$ cat config.mk
export PLATFORM = sky130hd
export DESIGN_NAME = add_seq_arb_flat
export DESIGN_NICKNAME = d
export VERILOG_FILES = /design/src/rtl/add_seq_arb_if.sv /design/src/rtl/add_seq_arb.sv /design/src/flat_wrapper.sv
export SDC_FILE = /design/constraint.sdc
export NUM_CORES = 1
export LEC_CHECK = 0
export ABC_AREA = 1
export CAP_MARGIN = 10
export CELL_PAD_IN_SITES_DETAIL_PLACEMENT = 1
export CELL_PAD_IN_SITES_GLOBAL_PLACEMENT = 1
export CORE_MARGIN = 5
export CORE_UTILIZATION = 36
export CTS_CLUSTER_SIZE = 8
export DETAILED_ROUTE_END_ITERATION = 10
export GPL_TIMING_DRIVEN = 0
export PLACE_DENSITY_LB_ADDON = 0.15
export SETUP_SLACK_MARGIN = 0.4
export SLEW_MARGIN = 25
export SYNTH_ARGS = -nofsm -noshare
export SYNTH_HDL_FRONTEND = slang
export SYNTH_SLANG_ARGS = --single-unit
$ cat constraint.sdc
create_clock -name clk -period 4.58 [get_ports clk]
set_clock_uncertainty 0.1 [all_clocks]
set_input_delay 0.916 -clock clk [delete_from_list [all_inputs] [get_ports clk]]
set_output_delay 0.916 -clock clk [all_outputs]
set_load 0.05 [all_outputs]
$ cat src/rtl/add_seq_arb_if.sv
// Handshake bundle for add_seq_arb: two request ports and one result port.
// The master modport is the producer/consumer side, the slave modport is the arbiter.
interface add_seq_arb_if #(
  parameter int WIDTH = 16
);
  logic             req0_valid;
  logic             req0_ready;
  logic [WIDTH-1:0] req0_a;
  logic [WIDTH-1:0] req0_b;
  logic             req0_sub;

  logic             req1_valid;
  logic             req1_ready;
  logic [WIDTH-1:0] req1_a;
  logic [WIDTH-1:0] req1_b;
  logic             req1_sub;

  logic             res_valid;
  logic             res_ready;
  logic [WIDTH-1:0] res_sum;
  logic             res_c;
  logic             res_v;
  logic             res_id;

  modport master (
    output req0_valid, req0_a, req0_b, req0_sub,
    input  req0_ready,
    output req1_valid, req1_a, req1_b, req1_sub,
    input  req1_ready,
    input  res_valid, res_sum, res_c, res_v, res_id,
    output res_ready
  );

  modport slave (
    input  req0_valid, req0_a, req0_b, req0_sub,
    output req0_ready,
    input  req1_valid, req1_a, req1_b, req1_sub,
    output req1_ready,
    output res_valid, res_sum, res_c, res_v, res_id,
    input  res_ready
  );
endinterface

$ cat src/rtl/add_seq_arb.sv
// Two-requester round-robin add/subtract unit built on one shared 4-bit adder slice,
// run nibble-serially. Define ADDSEQ_SAT_EN to saturate res_sum on signed overflow.
module add_seq_arb #(
  parameter int WIDTH = 16
) (
  input  logic          clk,
  input  logic          rst,
  add_seq_arb_if.slave  bus
);
  localparam int NIB = WIDTH / 4;
  localparam int IW  = (NIB > 1) ? $clog2(NIB) : 1;

  typedef enum logic [1:0] {IDLE, RUN, DONE} state_t;

  state_t           state;
  logic             rr;
  logic [WIDTH-1:0] a_reg;
  logic [WIDTH-1:0] b_reg;
  logic [WIDTH-5:0] sum_acc;
  logic             carry;
  logic [IW-1:0]    nib_idx;
  logic             id_reg;

  logic             res_valid;
  logic [WIDTH-1:0] res_sum;
  logic             res_c;
  logic             res_v;
  logic             res_id;

  logic             grant_any;
  logic             grant_id;
  logic [WIDTH-1:0] sel_a;
  logic [WIDTH-1:0] sel_b;
  logic             sel_sub;

  logic [3:0]       nib_a;
  logic [3:0]       nib_b;
  logic [3:0]       slice_sum;
  logic [4:0]       c_chain;
  logic             last_nib;
  logic             v_flag;
  logic [WIDTH-1:0] full_sum;
  logic [WIDTH-1:0] final_sum;

  // rr=0 means req0 wins a tie; a lone valid requester always wins.
  always_comb begin
    grant_any = (state == IDLE) && !rst && (bus.req0_valid || bus.req1_valid);
    grant_id  = (bus.req0_valid && bus.req1_valid) ? rr : bus.req1_valid;
    sel_a     = grant_id ? bus.req1_a   : bus.req0_a;
    sel_b     = grant_id ? bus.req1_b   : bus.req0_b;
    sel_sub   = grant_id ? bus.req1_sub : bus.req0_sub;
  end

  assign bus.req0_ready = grant_any && !grant_id;
  assign bus.req1_ready = grant_any &&  grant_id;

  // Shared 4-bit ripple slice fed by the nibble currently being processed.
  always_comb begin
    nib_a = '0;
    nib_b = '0;
    for (int i = 0; i < NIB; i++) begin
      if (nib_idx == IW'(i)) begin
        nib_a = a_reg[4*i +: 4];
        nib_b = b_reg[4*i +: 4];
      end
    end
    c_chain[0] = carry;
    for (int j = 0; j < 4; j++) begin
      slice_sum[j]   = nib_a[j] ^ nib_b[j] ^ c_chain[j];
      c_chain[j+1]   = (nib_a[j] & nib_b[j]) | (c_chain[j] & (nib_a[j] ^ nib_b[j]));
    end
  end

  always_comb begin
    last_nib = (nib_idx == IW'(NIB - 1));
    v_flag   = c_chain[3] ^ c_chain[4];
    full_sum = {slice_sum, sum_acc};
`ifdef ADDSEQ_SAT_EN
    if (v_flag)
      final_sum = a_reg[WIDTH-1] ? {1'b1, {(WIDTH-1){1'b0}}} : {1'b0, {(WIDTH-1){1'b1}}};
    else
      final_sum = full_sum;
`else
    final_sum = full_sum;
`endif
  end

  // B is stored pre-inverted with cin=sub so the slice only ever adds.
  always_ff @(posedge clk or posedge rst) begin
    if (rst) begin
      state     <= IDLE;
      rr        <= 1'b0;
      a_reg     <= '0;
      b_reg     <= '0;
      sum_acc   <= '0;
      carry     <= 1'b0;
      nib_idx   <= '0;
      id_reg    <= 1'b0;
      res_valid <= 1'b0;
      res_sum   <= '0;
      res_c     <= 1'b0;
      res_v     <= 1'b0;
      res_id    <= 1'b0;
    end else begin
      case (state)
        IDLE: begin
          if (grant_any) begin
            a_reg   <= sel_a;
            b_reg   <= sel_b ^ {WIDTH{sel_sub}};
            carry   <= sel_sub;
            id_reg  <= grant_id;
            rr      <= ~grant_id;
            nib_idx <= '0;
            state   <= RUN;
          end
        end
        RUN: begin
          for (int i = 0; i < NIB - 1; i++) begin
            if (nib_idx == IW'(i))
              sum_acc[4*i +: 4] <= slice_sum;
          end
          carry <= c_chain[4];
          if (last_nib) begin
            res_sum   <= final_sum;
            res_c     <= c_chain[4];
            res_v     <= v_flag;
            res_id    <= id_reg;
            res_valid <= 1'b1;
            state     <= DONE;
          end else begin
            nib_idx <= nib_idx + IW'(1);
          end
        end
        DONE: begin
          if (bus.res_ready) begin
            res_valid <= 1'b0;
            state     <= IDLE;
          end
        end
        default: state <= IDLE;
      endcase
    end
  end

  assign bus.res_valid = res_valid;
  assign bus.res_sum   = res_sum;
  assign bus.res_c     = res_c;
  assign bus.res_v     = res_v;
  assign bus.res_id    = res_id;
endmodule

$ cat src/flat_wrapper.sv
// flat-port wrapper written by rule: the top's interface ports become plain ports
module add_seq_arb_flat 
#(
  parameter int WIDTH = 16
)
  (clk, rst, bus_req0_valid, bus_req0_a, bus_req0_b, bus_req0_sub, bus_req0_ready, bus_req1_valid, bus_req1_a, bus_req1_b, bus_req1_sub, bus_req1_ready, bus_res_valid, bus_res_sum, bus_res_c, bus_res_v, bus_res_id, bus_res_ready);
  add_seq_arb_if #(.WIDTH(WIDTH)) bus_i ();
  input  logic clk;
  input  logic rst;
  input wire logic [$bits(bus_i.req0_valid)-1:0] bus_req0_valid;
  input wire logic [$bits(bus_i.req0_a)-1:0] bus_req0_a;
  input wire logic [$bits(bus_i.req0_b)-1:0] bus_req0_b;
  input wire logic [$bits(bus_i.req0_sub)-1:0] bus_req0_sub;
  output wire logic [$bits(bus_i.req0_ready)-1:0] bus_req0_ready;
  input wire logic [$bits(bus_i.req1_valid)-1:0] bus_req1_valid;
  input wire logic [$bits(bus_i.req1_a)-1:0] bus_req1_a;
  input wire logic [$bits(bus_i.req1_b)-1:0] bus_req1_b;
  input wire logic [$bits(bus_i.req1_sub)-1:0] bus_req1_sub;
  output wire logic [$bits(bus_i.req1_ready)-1:0] bus_req1_ready;
  output wire logic [$bits(bus_i.res_valid)-1:0] bus_res_valid;
  output wire logic [$bits(bus_i.res_sum)-1:0] bus_res_sum;
  output wire logic [$bits(bus_i.res_c)-1:0] bus_res_c;
  output wire logic [$bits(bus_i.res_v)-1:0] bus_res_v;
  output wire logic [$bits(bus_i.res_id)-1:0] bus_res_id;
  input wire logic [$bits(bus_i.res_ready)-1:0] bus_res_ready;
  assign bus_i.req0_valid = bus_req0_valid;
  assign bus_i.req0_a = bus_req0_a;
  assign bus_i.req0_b = bus_req0_b;
  assign bus_i.req0_sub = bus_req0_sub;
  assign bus_req0_ready = bus_i.req0_ready;
  assign bus_i.req1_valid = bus_req1_valid;
  assign bus_i.req1_a = bus_req1_a;
  assign bus_i.req1_b = bus_req1_b;
  assign bus_i.req1_sub = bus_req1_sub;
  assign bus_req1_ready = bus_i.req1_ready;
  assign bus_res_valid = bus_i.res_valid;
  assign bus_res_sum = bus_i.res_sum;
  assign bus_res_c = bus_i.res_c;
  assign bus_res_v = bus_i.res_v;
  assign bus_res_id = bus_i.res_id;
  assign bus_i.res_ready = bus_res_ready;
  add_seq_arb #(.WIDTH(WIDTH)) u_core (.clk(clk), .rst(rst), .bus(bus_i));
endmodule
; ---- After elaboration in Yosys (flattened, before gate mapping)
; Index checks and enable logic that the tools add are counted.
[classes]
add_sub_neg = 1
n_eq_ne = 9
n_mux = 24
bitwise_logic = 23
reduce_logical = 21
[ops]
columns = operator, count
row1 = 16-bit two-way mux, 2
row2 = 4-bit two-way mux, 8
row3 = 16-bit XOR, 1
row4 = 2-bit AND reduction, 6
row5 = 2-bit two-way mux, 5
row6 = 3-bit AND reduction, 3
row7 = 1-bit XOR, 9
row8 = 1-bit AND, 8
row9 = 2-bit equality test (second input constant), 3
row10 = 2-bit one-hot mux with 3 select lines, 1
row11 = 1-bit logical AND, 5
row12 = 1-bit two-way mux, 5
row13 = 2-bit by 1-bit equality test with 1-bit output (second input constant), 2
row14 = 2-bit logical NOT, 2
row15 = 2-bit by 1-bit inequality test with 1-bit output (second input constant), 2
row16 = 2-bit inequality test (second input constant), 2
row17 = 1-bit OR, 4
row18 = 1-bit one-hot mux with 2 select lines, 2
row19 = 2-bit one-hot mux with 2 select lines, 1
row20 = 2-bit nonzero test, 2
row21 = 2-bit by 1-bit adder with 2-bit output (second input constant), 1
row22 = 1-bit logical NOT, 2
row23 = 1-bit logical OR, 1
row24 = 1-bit inverter, 1
[word_totals]
regBits = 71
inputBits = 71
output_inout_bits = 22
word_cells = 93

; ---- Longest topological paths before layout
[depth]
depth_word = 15
depth_mapped = 14
mapped_depth_nobuf = 13

; ---- Least setup slack after synthesis
; No wires, ideal clock.
[synth_path]
kind = input to output
startpoint = input rst
endpoint = output bus_req0_ready
arrival_time_ns = 3.151
t_required_ns = 3.564
slack_ns = 0.413
path_stages = 4
path_buffers = 1
path_cell_list = inv_1 -> nand3_4 -> a21oi_4 -> buf_6
[synth_between]
elab_chain_cells = 4
[synth_rtl]
columns = element, line
row1 = "start, declared", flat_wrapper.sv:9  ; input logic rst;
row2 = 1-bit logical NOT, add_seq_arb.sv:47  ; grant_any = (state == IDLE) && !rst && (bus.req0_valid || bus.req1_valid);
row3 = 1-bit logical AND (2 in series), add_seq_arb.sv:47
row4 = 1-bit logical AND, add_seq_arb.sv:54  ; assign bus.req0_ready = grant_any && !grant_id;
row5 = "end, declared", flat_wrapper.sv:14  ; output wire logic [$bits(bus_i.req0_ready)-1:0] bus_req0_ready;
; Every way passes these cells.

; ---- Worst setup path after layout
; Same ends and word-level chain as after synthesis.

==> flow_summary_export.csv <==
group,metric,value,unit
run_status,status,"complete, no violations",
cells_and_area,stdcell_area,5360,um2
timing,whs,0.381,ns
global_route,overflow,0,
pwr,power.switching,1.60,mW
yosys,synth.distinct_cells,27,
pwr,power.internal,1.91,mW
timing,finalSetupViolations,0,
cells_and_area,layout_common_cells,"nand2_1, clkdlybuf4s50_1, dfrtp_1",
yosys,synthArstFlopShare,1.00,
pwr,p_total,3.51,mW
global_route,grt_pass1_wl,20700,um
detailed_routing,first_iter_violations,108,
detailed_routing,drt-total-wl,12100,um
place,placed_area,5100,um2
cells_and_area,nFillCells,1379,
critical_path,worstPathRequired,3.56,ns
timing,finalWorstSetupSlack,0.607,ns
global_route,use_met2,0.343,
yosys,netlist_area,3990,um2
floorplanning,ios,93,
clock_tree,clock_path_buffers,2,
pwr,p_leak,2.71,nW
critical_path,crit_type,"in2out",
detailed_routing,dr.pass1.iters,4,
global_route,gr-max-usage-layer,"met2",
cells_and_area,nets,727,
cells_and_area,area_delta_synth_final,34.1,%
place,numPortBuffers,91,
critical_path,critPathSlowestCell,"clkdlybuf4s50_1",
detailed_routing,drt.antenna.violating_nets,0,
detailed_routing,vias,3865,
yosys,syn_nets,624,
critical_path,cp.arrival,2.96,ns
min_path,hp-class,"reg2reg",
critical_path,critPathCaptureType,"output port",
floorplanning,die_w,115,um
timing,drv_slew,0,
clock_tree,clock_latency,0.35,ns
clock_tree,htreeDepth,3,
pwr,power_density,655,nW/um2
clock_tree,clk_pin_slew,0.08,ns
timing,fin_crit,3.97,ns
yosys,syn_area_per_cell,7.33,um2
pwr,swShare,0.455,
global_route,grt_pass1_vias,4294,
yosys,ys.flop_type,"dfrtp_1",
timing,finalSetupTns,0,ns
critical_path,crit_path_max_fanout,42,
floorplanning,start_util,0.368,
timing,hold_viol,0,
place,place_hpwl,9280,um
floorplanning,coreArea,10800,um2
yosys,synth_warnings,0,
pwr,seq_power_share,0.310,
place,place.gp.congestion,0.789,
floorplanning,die_area,13300,um2
timing,timing.final.crit_share,0.867,
global_route,grt_start_max_net_pins,43,
clock_tree,cts_buffers,9,
pwr,p_comb_frac,0.512,
critical_path,cpPeakStageDelay,0.47,ns
yosys,syn-instance-count,545,
global_route,met3_usage,0.0295,
global_route,antenna_found_initial,0,
critical_path,path_cells,"clkdlybuf4s50_1 > inv_6 > buf_12 > nand3_4 > a21oi_4 > buf_6 > clkdlybuf4s15_2",
place,post-place-ws,0.0396,ns
timing,rsz0062_at_grt,"no",
timing,relSlewSlack,0.658,
timing,timing.fmax,252,MHz
cells_and_area,n_antenna_cell,0,
timing,tightest_slew,0.513,ns
floorplanning,num_rows,38,
global_route,use_met1,0.247,
job,max-cap-violations,0,
global_route,grt.total_usage,0.193,
yosys,ys_ff_latch,71,
clock_tree,cts.sinks,71,
yosys,ys_seq_area_frac,0.445,
critical_path,cp-start-kind,"input pin",
cells_and_area,final_common_cell,"nand2_1",
clock_tree,cts_tree,"done",
clock_tree,cts_root_buf,"clkbuf_8",
yosys,synth_edf_count,0,
floorplanning,chipHeight,115,um
detailed_routing,drc,0,
pwr,pwr-share-clk,0.178,
cells_and_area,drive_above_1_share,0.0827,
detailed_routing,wire_per_inst,15.3,um
pwr,vdd_drop_max,0.000329,V
detailed_routing,via_per_inst,4.87,
==> power groups by stage <==
| stage | Sequential (mW) | Clock [mW] | Combinational (mW) |
|---|---|---|---|
| global placement | 1.09 | 0 | 1.75 |
| CTS | 1.09 | 0.630 | 1.83 |
| detailed placement | 1.10 | 0 | 1.81 |
| finish | 1.09 | 0.623 | 1.80 |
| global route | 1.13 | 0.667 | 2.01 |
| floorplan | 1.32 | 0 | 0.952 |
==> per-layer routing <==
metal | wire [um] | part of all wire
met5 | 0 | 0
met4 | 172 | 0.014
met3 | 364 | 0.030
met2 | 6390 | 0.53
met1 | 5200 | 0.43
==> through the flow <==
stage / util / instances
floorplan: - / 545
global route: 0.494 / 793
global placement: 0.469 / 776
CTS: 0.494 / 793
finish: 0.494 / 793
detailed placement: 0.471 / 777
==> cell type report <==
| class | count | area [um2] | share of cell area |
|---|---|---|---|
| inverters | 41 | 164 | 0.0306 |
| well taps | 140 | 175 | 0.0327 |
| multi-input cells | 407 | 1890 | 0.352 |
| clock buffers | 11 | 141 | 0.0264 |
| flip-flops and latches | 71 | 1780 | 0.332 |
| plain buffers | 26 | 174 | 0.0325 |
| clock inverters | 5 | 105 | 0.0196 |
| repair buffers | 92 | 933 | 0.174 |
==> worst max-delay path: cells and delay by family <==
kind | cells | cell delay, ns
buffers and inverters | 5 | 1.59
AOI/OAI and AO/OA | 1 | 0.28
and+or+nand+nor | 1 | 0.14
==> synthesized netlist by cell type, types with 4 or more instances <==
library cell | number | area (um2)
nand2_1 | 254 | 953
dfrtp_1 | 71 | 1780
nand3_1 | 65 | 325
inv_1 | 37 | 139
o21ai_0 | 27 | 135
a21oi_1 | 20 | 100
buf_2 | 12 | 60.1
nand3b_1 | 10 | 75.1
nor2_1 | 9 | 33.8
buf_6 | 7 | 78.8
clkbuf_1 | 4 | 15.0
fa_1 | 4 | 80.1
ha_1 | 4 | 50.1
==> kinds of logic (layout without fill, tap and decap cells) <==
| family | count (synthesis) | count (layout) | share of synthesized area |
|---|---|---|---|
| fa+ha+maj | 8 | 8 | 0.0326 |
| buf+inv | 67 | 175 | 0.0830 |
| xor+xnor | 1 | 1 | 0.00219 |
| compound gates | 50 | 50 | 0.0667 |
| simple gates | 348 | 348 | 0.371 |
| flops | 71 | 71 | 0.445 |
==> what timing repair did <==
| action | in CTS | in global routing |
|---|---|---|
| resized for setup | 6 | 3 |
| endpoints found under the setup margin | 2 | 3 |
| hold buffers | 0 | 0 |
| setup buffers | 0 | 0 |
==> final timing paths <==
kind	startpoint	to	slack, ns	cells after the start
min	u_core.sum_acc[11]	u_core.bus.res_sum[11]	0.38	2
max	rst	bus_req0_ready	0.61	7
min in group asynchronous	rst	u_core.bus.res_sum[1]	0.80	2
max in group asynchronous	rst	u_core.b_reg[12]	3.03	3
min reg2reg	u_core.sum_acc[11]	u_core.bus.res_sum[11]	0.38	2
max reg2reg	u_core.nib_idx[1]	u_core.sum_acc[7]	0.70	12
No activity file was read; power rests on OpenSTA's default activity.
